===== src/rtl/rs_encoder_ctrl.sv =====
// Stream-side sequencer for the RS(68,64) parallel parity encoder.
// Packs an incoming byte frame right-aligned into a 64-entry buffer,
// launches the encoder, captures its 4 parity bytes and streams out
// the systematic codeword (message bytes followed by parity).
module rs_encoder_ctrl #(
  parameter int K    = 64,
  parameter int NPAR = 4
) (
  input  logic                     clk,
  input  logic                     rst_n,
  input  logic [7:0]               s_data,
  input  logic                     s_valid,
  input  logic                     s_last,
  output logic                     s_ready,
  output logic [K-1:0][7:0]        enc_msg,
  output logic                     enc_msg_valid,
  input  logic [NPAR-1:0][7:0]     enc_parity,
  input  logic                     enc_parity_valid,
  output logic [7:0]               m_data,
  output logic                     m_valid,
  output logic                     m_last,
  input  logic                     m_ready,
  output logic                     busy
);

  localparam logic [2:0] S_FILL     = 3'd0;
  localparam logic [2:0] S_LAUNCH   = 3'd1;
  localparam logic [2:0] S_WAIT     = 3'd2;
  localparam logic [2:0] S_SEND_MSG = 3'd3;
  localparam logic [2:0] S_SEND_PAR = 3'd4;

  logic [2:0]              state;
  logic [6:0]              count;
  logic [6:0]              n_len;
  logic [5:0]              rd;
  logic [1:0]              p;
  logic [K-1:0][7:0]       msg_buf;
  logic [NPAR-1:0][7:0]    par_q;
  logic                    accept;
  logic                    frame_end;

  assign s_ready       = (state == S_FILL);
  assign accept        = s_valid && s_ready;
  assign frame_end     = s_last || (count == 7'(K - 1));
  assign enc_msg       = msg_buf;
  assign enc_msg_valid = (state == S_LAUNCH);
  assign m_valid       = (state == S_SEND_MSG) || (state == S_SEND_PAR);
  assign m_last        = (state == S_SEND_PAR) && (p == 2'd3);
  assign busy          = !((state == S_FILL) && (count == 7'd0));

  // Output byte selection from registered state and read indices only
  always_comb begin
    m_data = 8'h00;
    case (state)
      S_SEND_MSG: m_data = msg_buf[rd];
      S_SEND_PAR: m_data = par_q[p];
      default:    m_data = 8'h00;
    endcase
  end

  // Sequencer: fill, launch, wait for parity, then send message and parity
  always_ff @(posedge clk or negedge rst_n) begin
    if (!rst_n) begin
      state   <= S_FILL;
      count   <= '0;
      n_len   <= '0;
      rd      <= '0;
      p       <= '0;
      msg_buf <= '0;
      par_q   <= '0;
    end else begin
      case (state)
        S_FILL: begin
          if (accept) begin
            // Shifting toward index 0 leaves a short frame right-aligned
            // with leading zeros, which is the shortened-code placement.
            msg_buf <= {s_data, msg_buf[K-1:1]};
            count   <= count + 7'd1;
            if (frame_end) begin
              n_len <= count + 7'd1;
              state <= S_LAUNCH;
            end
          end
        end
        S_LAUNCH: state <= S_WAIT;
        S_WAIT: begin
          if (enc_parity_valid) begin
            par_q <= enc_parity;
            rd    <= 6'(7'(K) - n_len);
            state <= S_SEND_MSG;
          end
        end
        S_SEND_MSG: begin
          if (m_ready) begin
            if (rd == 6'(K - 1)) begin
              p     <= '0;
              state <= S_SEND_PAR;
            end else begin
              rd <= rd + 6'd1;
            end
          end
        end
        S_SEND_PAR: begin
          if (m_ready) begin
            if (p == 2'd3) begin
              msg_buf <= '0;
              count   <= '0;
              state   <= S_FILL;
            end else begin
              p <= p + 2'd1;
            end
          end
        end
        default: state <= S_FILL;
      endcase
    end
  end

endmodule

===== config.mk =====
export PLATFORM = sky130hd
export DESIGN_NAME = rs_encoder_ctrl
export DESIGN_NICKNAME = d
export VERILOG_FILES = /design/src/rtl/rs_encoder_ctrl.sv
export SDC_FILE = /design/constraint.sdc
export NUM_CORES = 1
export LEC_CHECK = 0
export CAP_MARGIN = 20
export CORE_MARGIN = 2
export CORE_UTILIZATION = 46
export DETAILED_ROUTE_END_ITERATION = 7
export PLACE_DENSITY_LB_ADDON = 0.1
export SKIP_LAST_GASP = 1
export SYNTH_ARGS = -nofsm -noshare
export SYNTH_HDL_FRONTEND = slang
export SYNTH_SLANG_ARGS = --single-unit

===== constraint.sdc =====
create_clock -name clk -period 2.1 [get_ports clk]
set_input_delay 0.42 -clock clk [delete_from_list [all_inputs] [get_ports clk]]
set_output_delay 0.42 -clock clk [all_outputs]
set_load 0.02 [all_outputs]

======== Yosys cells after proc, flatten, opt, wreduce, memory -nomap -nowiden ========
Index checks and enable logic that the tools add are counted.
cells by class
  $add $sub $neg .......................... 4
  $lt $le $gt $ge ......................... 2
  eq/ne operators ......................... 16
  muxes and demuxes ....................... 30
  reduce and logical (&&, ||, !) cells .... 17
operators with widths
  cell                                                    number
  2-to-1 mux 512 bit                                      3
  case mux 512 bit (2 select lines)                       1
  binary-select mux 8 bit (select 6 bit)                  1
  2-to-1 mux 3 bit                                        7
  2-to-1 mux 7 bit                                        3
  2-to-1 mux 6 bit                                        3
  binary-select mux 8 bit (select 2 bit)                  1
  2-to-1 mux 8 bit                                        2
  case mux 8 bit (2 select lines)                         1
  case mux 3 bit (5 select lines)                         1
  case mux 7 bit (2 select lines)                         1
  case mux 6 bit (2 select lines)                         1
  inequality test 2 bit (second input constant)           5
  2-to-1 mux 2 bit                                        4
  inequality test 2 x 1 -> 1 bit (second input constant)  4
  AND reduction 4 bit                                     2
  adder 7 x 1 -> 7 bit (second input constant)            1
  equality test 7 x 6 -> 1 bit (second input constant)    1
  logical NOT 7 bit                                       1
  < comparator 6 x 7 -> 1 bit (second input constant)     1
  AND reduction 7 bit                                     1
  adder 6 x 1 -> 6 bit (second input constant)            1
  equality test 3 x 2 -> 1 bit (second input constant)    2
  equality test 6 bit (second input constant)             1
  other kinds (15)                                        20
word-level totals
  register bits ........................... 568
  bits of input ports ..................... 46

======== Logic depth before layout (Yosys ltp) ========
Gate-level depths: netlist of the first run.
  depth after elaboration ................. 5
  mapped depth ............................ 8
  mapped depth without buffers ............ 6

======== Worst setup path before layout of the first run ========
OpenSTA, ideal clock, no wires.
  path type ............................... register to output
  from .................................... register rd[1]
  to ...................................... output m_data[4]
  data arrival time ....................... 2017 ps
  setup slack ............................. -337 ps
  stages on the path, launching flop included .. 7
  path buffers ............................ 3
  cells stage by stage .................... dfrtp_1 buf_2 buf_2 buf_1 mux4_2 a2111oi_2 o221ai_1
between the ends
  longest elaborated chain between the ends .. 3
RTL lines
  what                                    line  source
  start: declaration                      35    logic [5:0] rd;
  start signal: assignment                89    rd <= 6'(7'(K) - n_len);
  start signal: assignment                99    rd <= rd + 6'd1;
  binary-select mux 8 bit (select 6 bit)  55    S_SEND_MSG: m_data = msg_buf[rd];
  2-to-1 mux 8 bit (not written as such)  55
  case mux 8 bit (2 select lines)         54    case (state)
  end: declaration                        19    output logic [7:0] m_data,
Every way passes these cells. The select of a mux whose other input is x is not followed.

======== Final worst setup path of the first run ========
  from .................................... register rd[0]
  to ...................................... output m_data[0]
Same word-level chain as after synthesis.

==> results of run 1 <==
## routing by layer
metal	vias up	share of wire, %	wire [um]
met2	915	48	45820
met3	187	6.5	6184
met1	11590	41	38760
li1	9457	-	-
met5	-	0.029	27
met4	4	4.1	3842
## worst max-delay path, delay by kind of cell, from the launching register on
family	cells	cell delay [ps]
AO/OA/AOI/OAI	1	110
buffers and inverters	4	650
flip-flops	1	460
multiplexers	2	770
AND/OR/NAND/NOR	2	420
## stage by stage
step           TNS [ps]  instances  setup WS, ps
5_1_grt          -13670       3713         -1467
3_3_place_gp     -12750       3569         -1458
6_report         -12090       3713         -1371
2_1_floorplan    -999.0       1784        -132.1
3_5_place_dp     -15300       3569         -1437
4_1_cts          -11710       3694         -1391
## timing repair
action,4_1_cts,5_1_grt
cloned,3,2
hold buffers,1,0
resized for setup,655,44
setup buffers,15,18
setup endpoints to repair,851,25
pin swaps,17,23
endpoints found under the hold margin,32,0
## registers in the layout (all words and copies together), names as in the netlist
register	cells
enc_msg	512
rd	6
par_q	32
p	2
n_len	6
state	3
count	7
## worst max-delay path by stage
stage	to	slack [ps]	depth (start not counted)
after floorplan	m_data[3]	-130	7
after global placement	m_data[0]	-1460	8
after detailed placement	m_data[0]	-1440	8
after CTS	m_data[5]	-1390	10
after global routing	m_data[6]	-1470	10
final	m_data[0]	-1370	9
## logic make-up after synthesis
group                      Yosys count  share of synthesized area (%)
AOI/OAI and AO/OA                  639                          21.55
DFF                                568                          56.87
buffers and inverters              183                          3.499
xor gates and xnor gates             8                         0.2804
muxes                              240                          14.68
adders and majority gates            5                         0.2503
and+or+nand+nor                    141                          2.874
## where the power goes
group / leakage, nW / internal, W / total, W / switching [W]
clock network: 1.04 / 0.00680 / 0.0112 / 0.00441
logic: 12.2 / 0.00466 / 0.00936 / 0.00470
registers: 7.84 / 0.0114 / 0.0116 / 0.000267
## layout by cell type, fill, tap and decap left out, drive strengths merged, types with 7 or more instances in the layout
cell and count:
a22o 519, a22oi 17, buf 742, bufinv 7, clkbuf 92, clkdlybuf4s50 44
clkinv 10, dfrtp 568, dlygate4sd2 512, inv 7, mux2 52, mux2i 92
mux4 96, nand2 26, nand2b 9, nand3 12, nor2 46, nor3 9
o211ai 7, o21ai 23, o221ai 8, o22ai 24, o31ai 9
## area by class of cell
cell class | instances | area [sq um]
Fill cell | 3851 | 14660
Tap cell | 696 | 870.8
Multi-Input combinational cell | 1033 | 10410
Timing Repair Buffer | 1302 | 11530
Sequential cell | 568 | 14230
Clock inverter | 17 | 260.3
Inverter | 7 | 26.28
Clock buffer | 90 | 1826
==> summary.md, run 1 <==
| Metric | Value |
|---|---|
| Routed via count | 22150 |
| Die area | 0.05621 sq mm |
| Worst-path fanout max | 5 |
| Cell area after layout | 0.03915 sq mm |
| Max Freq | 288.1 MHz |
| Clk_lat worst skew | 620 ps |
| PortBufs | 570 |
| Worst path cell trace | buf_12 > buf_12 > mux4_2 > mux2i_4 > nor2_2 > nor4_4 > buf_4 > o221ai_4 > buf_6 |
| Vias in the first global route | 22610 |
| Count leader, synth | dfrtp_1 |
| Met3 Track Usage GR | 5.479% |
| Global-route wire length before repair | 142500 um |
| Unrepaired setup endpoints after global routing | true |
| Diodes inserted | 0 |
| Final period utilization | 165.3% |
| Pwr Total | 0.03222 W |
| CP max stage delay | 540 ps |
| R2r worst-path depth | 11 |
| Failing checks | negative setup slack |
| Initial DRC count | 1797 |
| Post-synth EDFFs | 0 |
| Setup Crit Path Kind | register to primary output |
| Post-DP HPWL | 68960 um |
| Pleak | 21.10 nW |
| Drt pass-1 iters | 5 |
| Setup-failing EPs final | 20 |
| Status | finished with violations |
| Root Driver | clkbuf_16 |
| Worst EP required | 1680 ps |
| CP most frequent cell | buf_12 |
| Maximum root-to-sink buffer count | 3 |
| Drt wl/cell | 25.49 um |
| Worst path slowest cell | mux4_2 |
| Synth area leaders | dfrtp_1 57%, a22o_1 18%, mux4_2 8.7% |
| Max-cap violations | 0 |
| Vias/cell | 5.965 |
| Syn Nets | 1835 |
| Hold Vio Cnt, Final | 0 |
| Share of cells above drive strength 1 | 35.30% |
| Area share of the largest cell type after synthesis | 56.87% |
| CORE AREA | 0.05381 sq mm |
| Congestion Overflow GR | 0 |
| YS warnings | 0 |
| PwrDens | 822.9 mW/mm^2 |
| DRC | 0 |
| M2 GR Usage | 54.03% |
| Worst endpoint data arrival time | 3050 ps |
| GRT Max-Usage Layer | met2 |
| Layout Skew | 14.70 ps |
| Slew @ Worst Pin | 534.6 ps |
| Largest net degree at the start of global routing | 64 |
| Routed WL | 94630 um |
| Met1 GRT Util | 44.99% |
| Initial antenna violation count | 3 |
| Most common flop cell mapped by yosys | dfrtp_1 |
| Placed Area | 0.03678 sq mm |
| TritonCTS Buffers | 60 |
| GR Util All Layers | 33.23% |
| TritonCTS sink count | 568 |
| Clock-pin slew of the registers on the worst-case setup and hold paths | 60 ps |
| HP Class | primary input to asynchronous set/reset pin |
| TritonCTS clock tree | yes |
| Final setup margin | -1371 ps |
| Peak supply drop | 0.6683 mV |
| Post-synthesis sequential area ratio | 56.87% |
| Mapped Area | 0.02499 sq mm |
| Top-level I/O count | 571 |
| Synth Register Bits | 568 |
| CP Launch Type | register |
| Cell taking the most area after synthesis | dfrtp_1 |
| Syn Inst Count | 1784 |
| Mapped Avg Cell Area | 14.01 sq um |
| Starting density of the core | 46.44% |
| Post-layout utilization of the core | 72.75% |
| R2R Path End | rd[0] |
| FFs w/ async S/R, synth | 100.0% |
| Most common library cells after synthesis | 568 x dfrtp_1, 519 x a22o_1, 96 x mux4_2, 92 x mux2i_1, 90 x buf_2 |
| Distinct cells, synth | 53 |
| GP Congestion | 0.9140 |
| Layout Nets | 3023 |
| H-tree Lvls | 2 |
| Final min period | 3471 ps |
| Slew margin rel. | 64.36% |
| FF-to-FF setup slack | -200 ps |
| Fin Hold WS | 362.1 ps |
| Fin. max-slew vios | 0 |
| # rows | 85 |
| Critical path origin | rd[0] |
| P&R area growth vs syn | 56.65% |
| Post-route ant nets | 0 |
| Crit path capture type | primary output |
| Reg2Reg Launch Point | rd[0] |
| Die width | 237.1 um |
| Chip height | 237.1 um |
Power figures use the tool's default switching activity.
==> inputs of run 2 (changes only) <==
- PLACE_DENSITY: not set -> 0.83
- PLACE_DENSITY_LB_ADDON: 0.1 -> not set
==> run 2 against run 1 <==
Effect of this change:
- the run still ends with negative setup slack left
- setup slack got worse by 12 ps
- design area decreased by 0.37%
- die area unchanged
- core utilization decreased by 0.27 points
- largest cell class unchanged
- register-to-register slack got worse by 130 ps
==> summary.md, run 2 (synthesis results as in run 1) <==
| Metric | Value |
|---|---|
| Commonest non-fill, non-tap cell in the layout | buf_4 |
| Met1 GRT Util | 42.70% (-2.3 points) |
| P&R area growth vs syn | 56.08% |
| Post-layout utilization of the core | 72.49% (-0.27 points) |
| Setup-failing EPs final | 21 (+5.0%) |
| Critical path origin | rd[0] |
| Max Freq | 287.1 MHz (-0.36%) |
| PwrDens | 822.4 mW/mm^2 (about the same) |
| Drt pass-1 iters | 5 (unchanged) |
| Final period utilization | 165.9% (+0.59 points) |
| GR Util All Layers | 34.38% (+1.1 points) |
| Pwr Total | 0.03208 W (-0.43%) |
| Drt wl/cell | 26.16 um (+2.6%) |
| Pleak | 21.04 nW (-0.31%) |
| Final min period | 3484 ps (+12.44 ps) |
| Largest net degree at the start of global routing | 85 (+33%) |
| Post-DP HPWL | 69180 um (+0.31%) |
| Root Driver | clkbuf_16 |
| Die area | 0.05621 sq mm (unchanged) |
| Initial antenna violation count | 2 (-1) |
| Worst path slowest cell | dfrtp_4 |
| Maximum root-to-sink buffer count | 3 (unchanged) |
| Status | finished with violations |
| PortBufs | 570 (unchanged) |
| Die width | 237.1 um (unchanged) |
| Clock Power Share | 34.1% (-0.7 points) |
| Top-level I/O count | 571 (unchanged) |
| GRT Max-Usage Layer | met2 |
| CP max stage delay | 550 ps (about the same) |
| Congestion Overflow GR | 0 (unchanged) |
| Hold Vio Cnt, Final | 0 (unchanged) |
| Placed Area | 0.03682 sq mm (+0.12%) |
| Vias/cell | 6.163 (+3.3%) |
| M2 GR Usage | 56.91% (+2.9 points) |
| Filler cells | 3541 (-8.0%) |
| Worst path cell trace | buf_12 > buf_16 > buf_12 > buf_12 > mux2_2 > o22ai_1 > nor2_1 > o31ai_2 > o221ai_4 > buf_6 |
| Vias in the first global route | 23930 (+5.8%) |
| Comb power frac | 29.4% (+0.3 points) |
| HP Class | primary input to asynchronous set/reset pin |
| Max-cap violations | 0 (unchanged) |
| Sw Ratio | 30.11% (+1.0 points) |
| Slew margin rel. | 57.31% (-7.1 points) |
| Slew @ Worst Pin | 637.6 ps (+103.0 ps) |
| CP most frequent cell | buf_12 |
| TritonCTS clock tree | yes |
| Routed WL | 97570 um (+3.1%) |
| Unrepaired setup endpoints after global routing | true |
| H-tree Lvls | 2 (unchanged) |
| Fin. max-slew vios | 0 (unchanged) |
| Worst EP required | 1680 ps (about the same) |
| TritonCTS Buffers | 58 (-3.3%) |
| Global-route wire length before repair | 147700 um (+3.6%) |
| Post-route ant nets | 0 (unchanged) |
| Reg2Reg Launch Point | rd[0] |
| DRC | 0 (unchanged) |
| Largest register FFs | 512 (unchanged) |
| Final setup margin | -1384 ps (-12.44 ps) |
| Cell area after layout | 0.03901 sq mm (-0.37%) |
| Layout Nets | 3038 (+0.50%) |
| Failing checks | negative setup slack |
| CP Launch Type | register |
| Layout Skew | 21.65 ps (+6.948 ps) |
| Clk_lat worst skew | 620 ps (about the same) |
| Routed via count | 22990 (+3.8%) |
| Met3 Track Usage GR | 6.831% (+1.4 points) |
| Clock-pin slew of the registers on the worst-case setup and hold paths | 60 ps (about the same) |
| GP Congestion | 0.9726 (+6.4%) |
| Diodes inserted | 0 (unchanged) |
| P_sw | 0.009659 W (+3.1%) |
| Chip height | 237.1 um (unchanged) |
| # rows | 85 (unchanged) |
| CORE AREA | 0.05381 sq mm (unchanged) |
| Crit path capture type | primary output |
| Int Pwr | 0.02242 W (-1.9%) |
| TritonCTS sink count | 568 (unchanged) |
| Initial DRC count | 1893 (+5.3%) |
| Share of cells above drive strength 1 | 35.70% (+0.40 points) |
| Setup Crit Path Kind | register to primary output |
| Sequential Power Share | 36.5% (+0.3 points) |
| Worst endpoint data arrival time | 3060 ps (about the same) |
| Commonest non-fill, non-tap cells in the layout | 679 x buf_4, 563 x dfrtp_1, 519 x a22o_1, 512 x dlygate4sd2_1, 96 x mux4_2 |
| Peak supply drop | 0.7034 mV (+5.3%) |
| Starting density of the core | 46.44% (unchanged) |
| Worst-path fanout max | 8 (+3) |
-- run 2: final cells by class --
type | count | area [sq um] | area share, %
inverters | 7 | 26.28 | 0.06736
well taps | 696 | 870.8 | 2.232
multi-input cells | 1033 | 10330 | 26.49
repair buffers | 1319 | 11520 | 29.55
clock buffers | 85 | 1777 | 4.555
flip-flops and latches | 568 | 14230 | 36.47
clock inverters | 22 | 246.5 | 0.6319
-- run 2: worst paths after layout --
path,endpoint,slack (ps),cells after the start
min reg2reg,par_q[23],510,1
max,m_data[6],-1380,10
min,enc_msg[445],300,2
min in group clk,enc_msg[511],410,2
max in group asynchronous,enc_msg[156],870,3
max reg2reg,rd[3],-330,10
-- run 2: power by group through the flow --
stage                     combinational (W)  sequential [W]  clock, W
after floorplan                     0.00471          0.0117         0
after CTS                           0.00925          0.0117    0.0110
after detailed placement            0.00797          0.0119         0
final                               0.00943          0.0117    0.0110
after global placement              0.00782          0.0118         0
after global routing                0.00984          0.0117    0.0115
-- run 2: metal layers --
layer | part of all wire, % | vias up
met5 | 0.011 | -
met4 | 6.2 | 2
met3 | 8.1 | 340
met2 | 49 | 1321
met1 | 37 | 11830
li1 | - | 9498
-- run 2: timing repair --
| item | CTS | global route |
|---|---|---|
| resized for setup | 639 | 29 |
| hold endpoints to repair | 25 | 0 |
| buffers inserted | 24 | 3 |
| hold buffers | 1 | 0 |
| pin swaps | 19 | 8 |
| setup endpoints to repair | 662 | 23 |
| cloned | 6 | 0 |
-- run 2: worst max-delay path: cells and delay by family, from the launching register on --
kind                   cells  cell delay (ps)
AND/OR/NAND/NOR            1              120
multiplexers               1              330
flip-flops                 1              550
buffers and inverters      5              710
AO/OA/AOI/OAI              3              740
-- run 2: through the flow --
| step | setup WS, ps | hold WS (ps) | cells | TNS, ps |
|---|---|---|---|---|
| floorplan | -132.1 | 124.4 | 1784 | -999.0 |
| global placement | -1388 | 350.5 | 3594 | -10580 |
| detailed placement | -1438 | 361.7 | 3594 | -12280 |
| CTS | -1410 | 298.3 | 3729 | -14740 |
| global route | -1474 | 316.6 | 3730 | -15480 |
| finish | -1384 | 296.5 | 3730 | -13680 |
==> inputs of run 3 (changes only) <==
- CORE_UTILIZATION: 46 -> 47
- CTS_BUF_LIST: not set -> sky130_fd_sc_hd__clkbuf_2 sky130_fd_sc_hd__clkbuf_4 sky130_fd_sc_hd__clkbuf_8
- PLACE_DENSITY: 0.83 -> 0.85
- SLEW_MARGIN: not set -> 30
==> run 3 against run 2 <==
Effect of this change:
- the run still ends with negative setup slack left
- clock-buffer cell count is 59 higher
- core utilization rose by 4.4 points
- setup slack worse by 280 ps
- clock skew up 14 ps
- sequential share of layout area down 1.3 points
- design area up 3.6%
- final cell count increased by 2.9%
- hold slack got worse by 9.0 ps
- register-to-register slack is essentially flat
- critical path depth grew 1
- combinational power is 4.6% higher
- largest cell class unchanged
- largest power group unchanged
==> summary.md, run 3 (synthesis results as in run 1) <==
| Metric | Value |
|---|---|
| CORE AREA | 0.05255 sq mm (-2.3%) |
| Vias/cell | 6.437 (+4.4%) |
| CP max stage delay | 490 ps (-60 ps) |
| Final setup margin | -1662 ps (-278.5 ps) |
| Maximum root-to-sink buffer count | 3 (unchanged) |
| Peak supply drop | 0.5644 mV (-20%) |
| Post-route ant nets | 0 (unchanged) |
| R2r worst-path depth | 12 (+2) |
| Layout Nets | 3123 (+2.8%) |
| GR Util All Layers | 35.93% (+1.6 points) |
| Drt wl/cell | 28.45 um (+8.8%) |
| Placed Instances | 3558 (-1.0%) |
| CP Launch Type | register |
| Worst path slowest cell | dfrtp_4 |
| Post-DP HPWL | 68240 um (-1.4%) |
| Top-level I/O count | 571 (unchanged) |
| Drt pass-1 iters | 6 (+1) |
| Unrepaired setup endpoints after global routing | true |
| Storage cell area | 0.01423 sq mm (unchanged) |
| P&R area growth vs syn | 61.68% |
| Clock-pin slew of the registers on the worst-case setup and hold paths | 70 ps (about the same) |
| Max Freq | 265.8 MHz (-7.4%) |
| Failing checks | negative setup slack |
| Setup-failing EPs final | 535 (+2400%) |
| Largest net degree at the start of global routing | 74 (-13%) |
| Routed via count | 24700 (+7.5%) |
| Slew margin rel. | 57.85% (+0.54 points) |
| GP Congestion | 0.9479 (-2.5%) |
| Post-layout utilization of the core | 76.90% (+4.4 points) |
| Largest register FFs | 512 (unchanged) |
| # rows | 84 (-1.2%) |
| Die width | 234.6 um (-1.1%) |
| Worst setup path endpoint | m_data[1] |
| Share of cells above drive strength 1 | 38.77% (+3.1 points) |
| Worst-path fanout max | 16 (+8) |
| Worst endpoint data arrival time | 3340 ps (+280 ps) |
| R2R Path End | rd[0] |
| Slew @ Worst Pin | 631.0 ps (-6.620 ps) |
| Sequential Power Share | 35.9% (-0.6 points) |
| Filler cells | 3035 (-14%) |
| Place WS | -1447 ps (-8.620 ps) |
| Congestion Overflow GR | 0 (unchanged) |
| Status | finished with violations |
| Worst path cell trace | buf_8 > buf_16 > buf_4 > buf_12 > buf_4 > mux2i_1 > o21ai_0 > o41ai_2 > buf_4 > o221ai_4 > buf_6 |
| P_sw | 0.01035 W (+7.2%) |
| Final period utilization | 179.1% (+13 points) |
| Multi-input logic area | 0.01043 sq mm (+0.93%) |
| Commonest non-fill, non-tap cells in the layout | 668 x buf_4, 563 x dfrtp_1, 519 x a22o_1, 509 x dlygate4sd2_1, 126 x clkbuf_8 |
| Sw Ratio | 31.60% (+1.5 points) |
| Clock Power Share | 33.9% (-0.2 points) |
| Global-route wire length before repair | 153200 um (+3.7%) |
| Fin. max-slew vios | 0 (unchanged) |
| DRC | 0 (unchanged) |
| HP Class | primary input to asynchronous set/reset pin |
| Layout Skew | 35.50 ps (+13.85 ps) |
| TritonCTS sink count | 568 (unchanged) |
| Final min period | 3762 ps (+278.5 ps) |
| Root Driver | clkbuf_8 |
| Commonest non-fill, non-tap cell in the layout | buf_4 |
| Hold Vio Cnt, Final | 0 (unchanged) |
| Crit path capture type | primary output |
| Initial antenna violation count | 0 (-2) |
| Die area | 0.05504 sq mm (-2.1%) |
| Pwr Total | 0.03276 W (+2.1%) |
| Fin Hold WS | 287.5 ps (-9.011 ps) |
| Reg2Reg Launch Point | rd[0] |
| PwrDens | 810.8 mW/mm^2 (-1.4%) |
| H-tree Lvls | 3 (+1) |
| Initial DRC count | 2714 (+43%) |
| Setup Crit Path Kind | register to primary output |
| TritonCTS clock tree | yes |
| Vias in the first global route | 24550 (+2.6%) |
| Pleak | 21.83 nW (+3.8%) |
| Critical path origin | rd[0] |
| Chip height | 234.6 um (-1.1%) |
| Post-route insts no fill | 3838 (+2.9%) |
| Clk_lat worst skew | 730 ps (+110 ps) |
| CP most frequent cell | buf_4 |
| Comb power frac | 30.1% (+0.7 points) |
| Starting density of the core | 47.56% (+1.1 points) |
| Max-cap violations | 0 (unchanged) |
| TritonCTS Buffers | 95 (+64%) |
| Routed WL | 109200 um (+12%) |
| PortBufs | 570 (unchanged) |
| Int Pwr | 0.02241 W (about the same) |
| FF-to-FF setup slack | -340 ps (about the same) |
| Worst EP required | 1680 ps (about the same) |
-- run 3: cell count changes in the layout (fill, tap and decap cells not counted), sizes merged --
cell	before	now
clkbuf	85	165
buf	762	786
diode	0	1
bufbuf	0	3
clkinv	13	21
dlygate4sd2	512	509
bufinv	5	4
clkdlybuf4s15	0	3
inv	8	9
-- run 3: how the worst min path moves through the flow --
| stage | startpoint | endpoint | cells after the start |
|---|---|---|---|
| 6_report | rst_n | enc_msg[443] | 2 |
| 5_1_grt | enc_parity[7] | par_q[7] | 2 |
| 4_1_cts | rst_n | enc_msg[376] | 2 |
| 3_5_place_dp | rst_n | enc_msg[376] | 1 |
| 3_3_place_gp | rst_n | enc_msg[443] | 1 |
| 2_1_floorplan | rst_n | count[0] | 0 |
-- run 3: per-stage QoR --
step / area, sq um / TNS, ps
after global routing: 40410 / -73820
after floorplan: 25160 / -999.0
after global placement: 36630 / -11430
final: 40410 / -59740
after CTS: 39110 / -14420
after detailed placement: 36630 / -18470
-- run 3: final cells by class --
type / count / area share, %
multi-input cells: 1033 / 25.81
repair buffers: 1367 / 31.49
diodes: 1 / 0.006193
well taps: 688 / 2.130
flip-flops and latches: 568 / 35.21
clock buffers: 144 / 4.626
inverters: 7 / 0.06502
clock inverters: 30 / 0.6564
-- run 3: power by group through the flow --
stage / Clock, W / Combinational [W] / Sequential, W
2_1_floorplan: 0 / 0.00471 / 0.0117
6_report: 0.0111 / 0.00986 / 0.0118
4_1_cts: 0.0111 / 0.00892 / 0.0117
3_5_place_dp: 0 / 0.00776 / 0.0119
3_3_place_gp: 0 / 0.00761 / 0.0119
5_1_grt: 0.0116 / 0.0102 / 0.0118
-- run 3: what timing repair did --
action	4_1_cts	5_1_grt
hold buffers	1	0
hold endpoints to repair	38	0
gates resized for setup	657	99
setup buffers	33	41
pin swaps	20	35
gates cloned	10	26
endpoints found under the setup margin	782	245
-- run 3: worst max-delay path, delay by kind of cell, from the launching register on --
kind	cells	cell delay [ps]
muxes	1	300
buffers and inverters	7	1180
AOI/OAI and AO/OA	3	660
DFF	1	490
-- run 3: metal layers --
layer  global-route usage [%]  up-vias  part of all wire [%]
li1                         -     9694                     -
met1                    45.34    12620                    36
met2                    57.42     1921                    48
met3                    7.859      467                   9.5
met4                    20.87        0                   6.9
met5                        0        -                     0
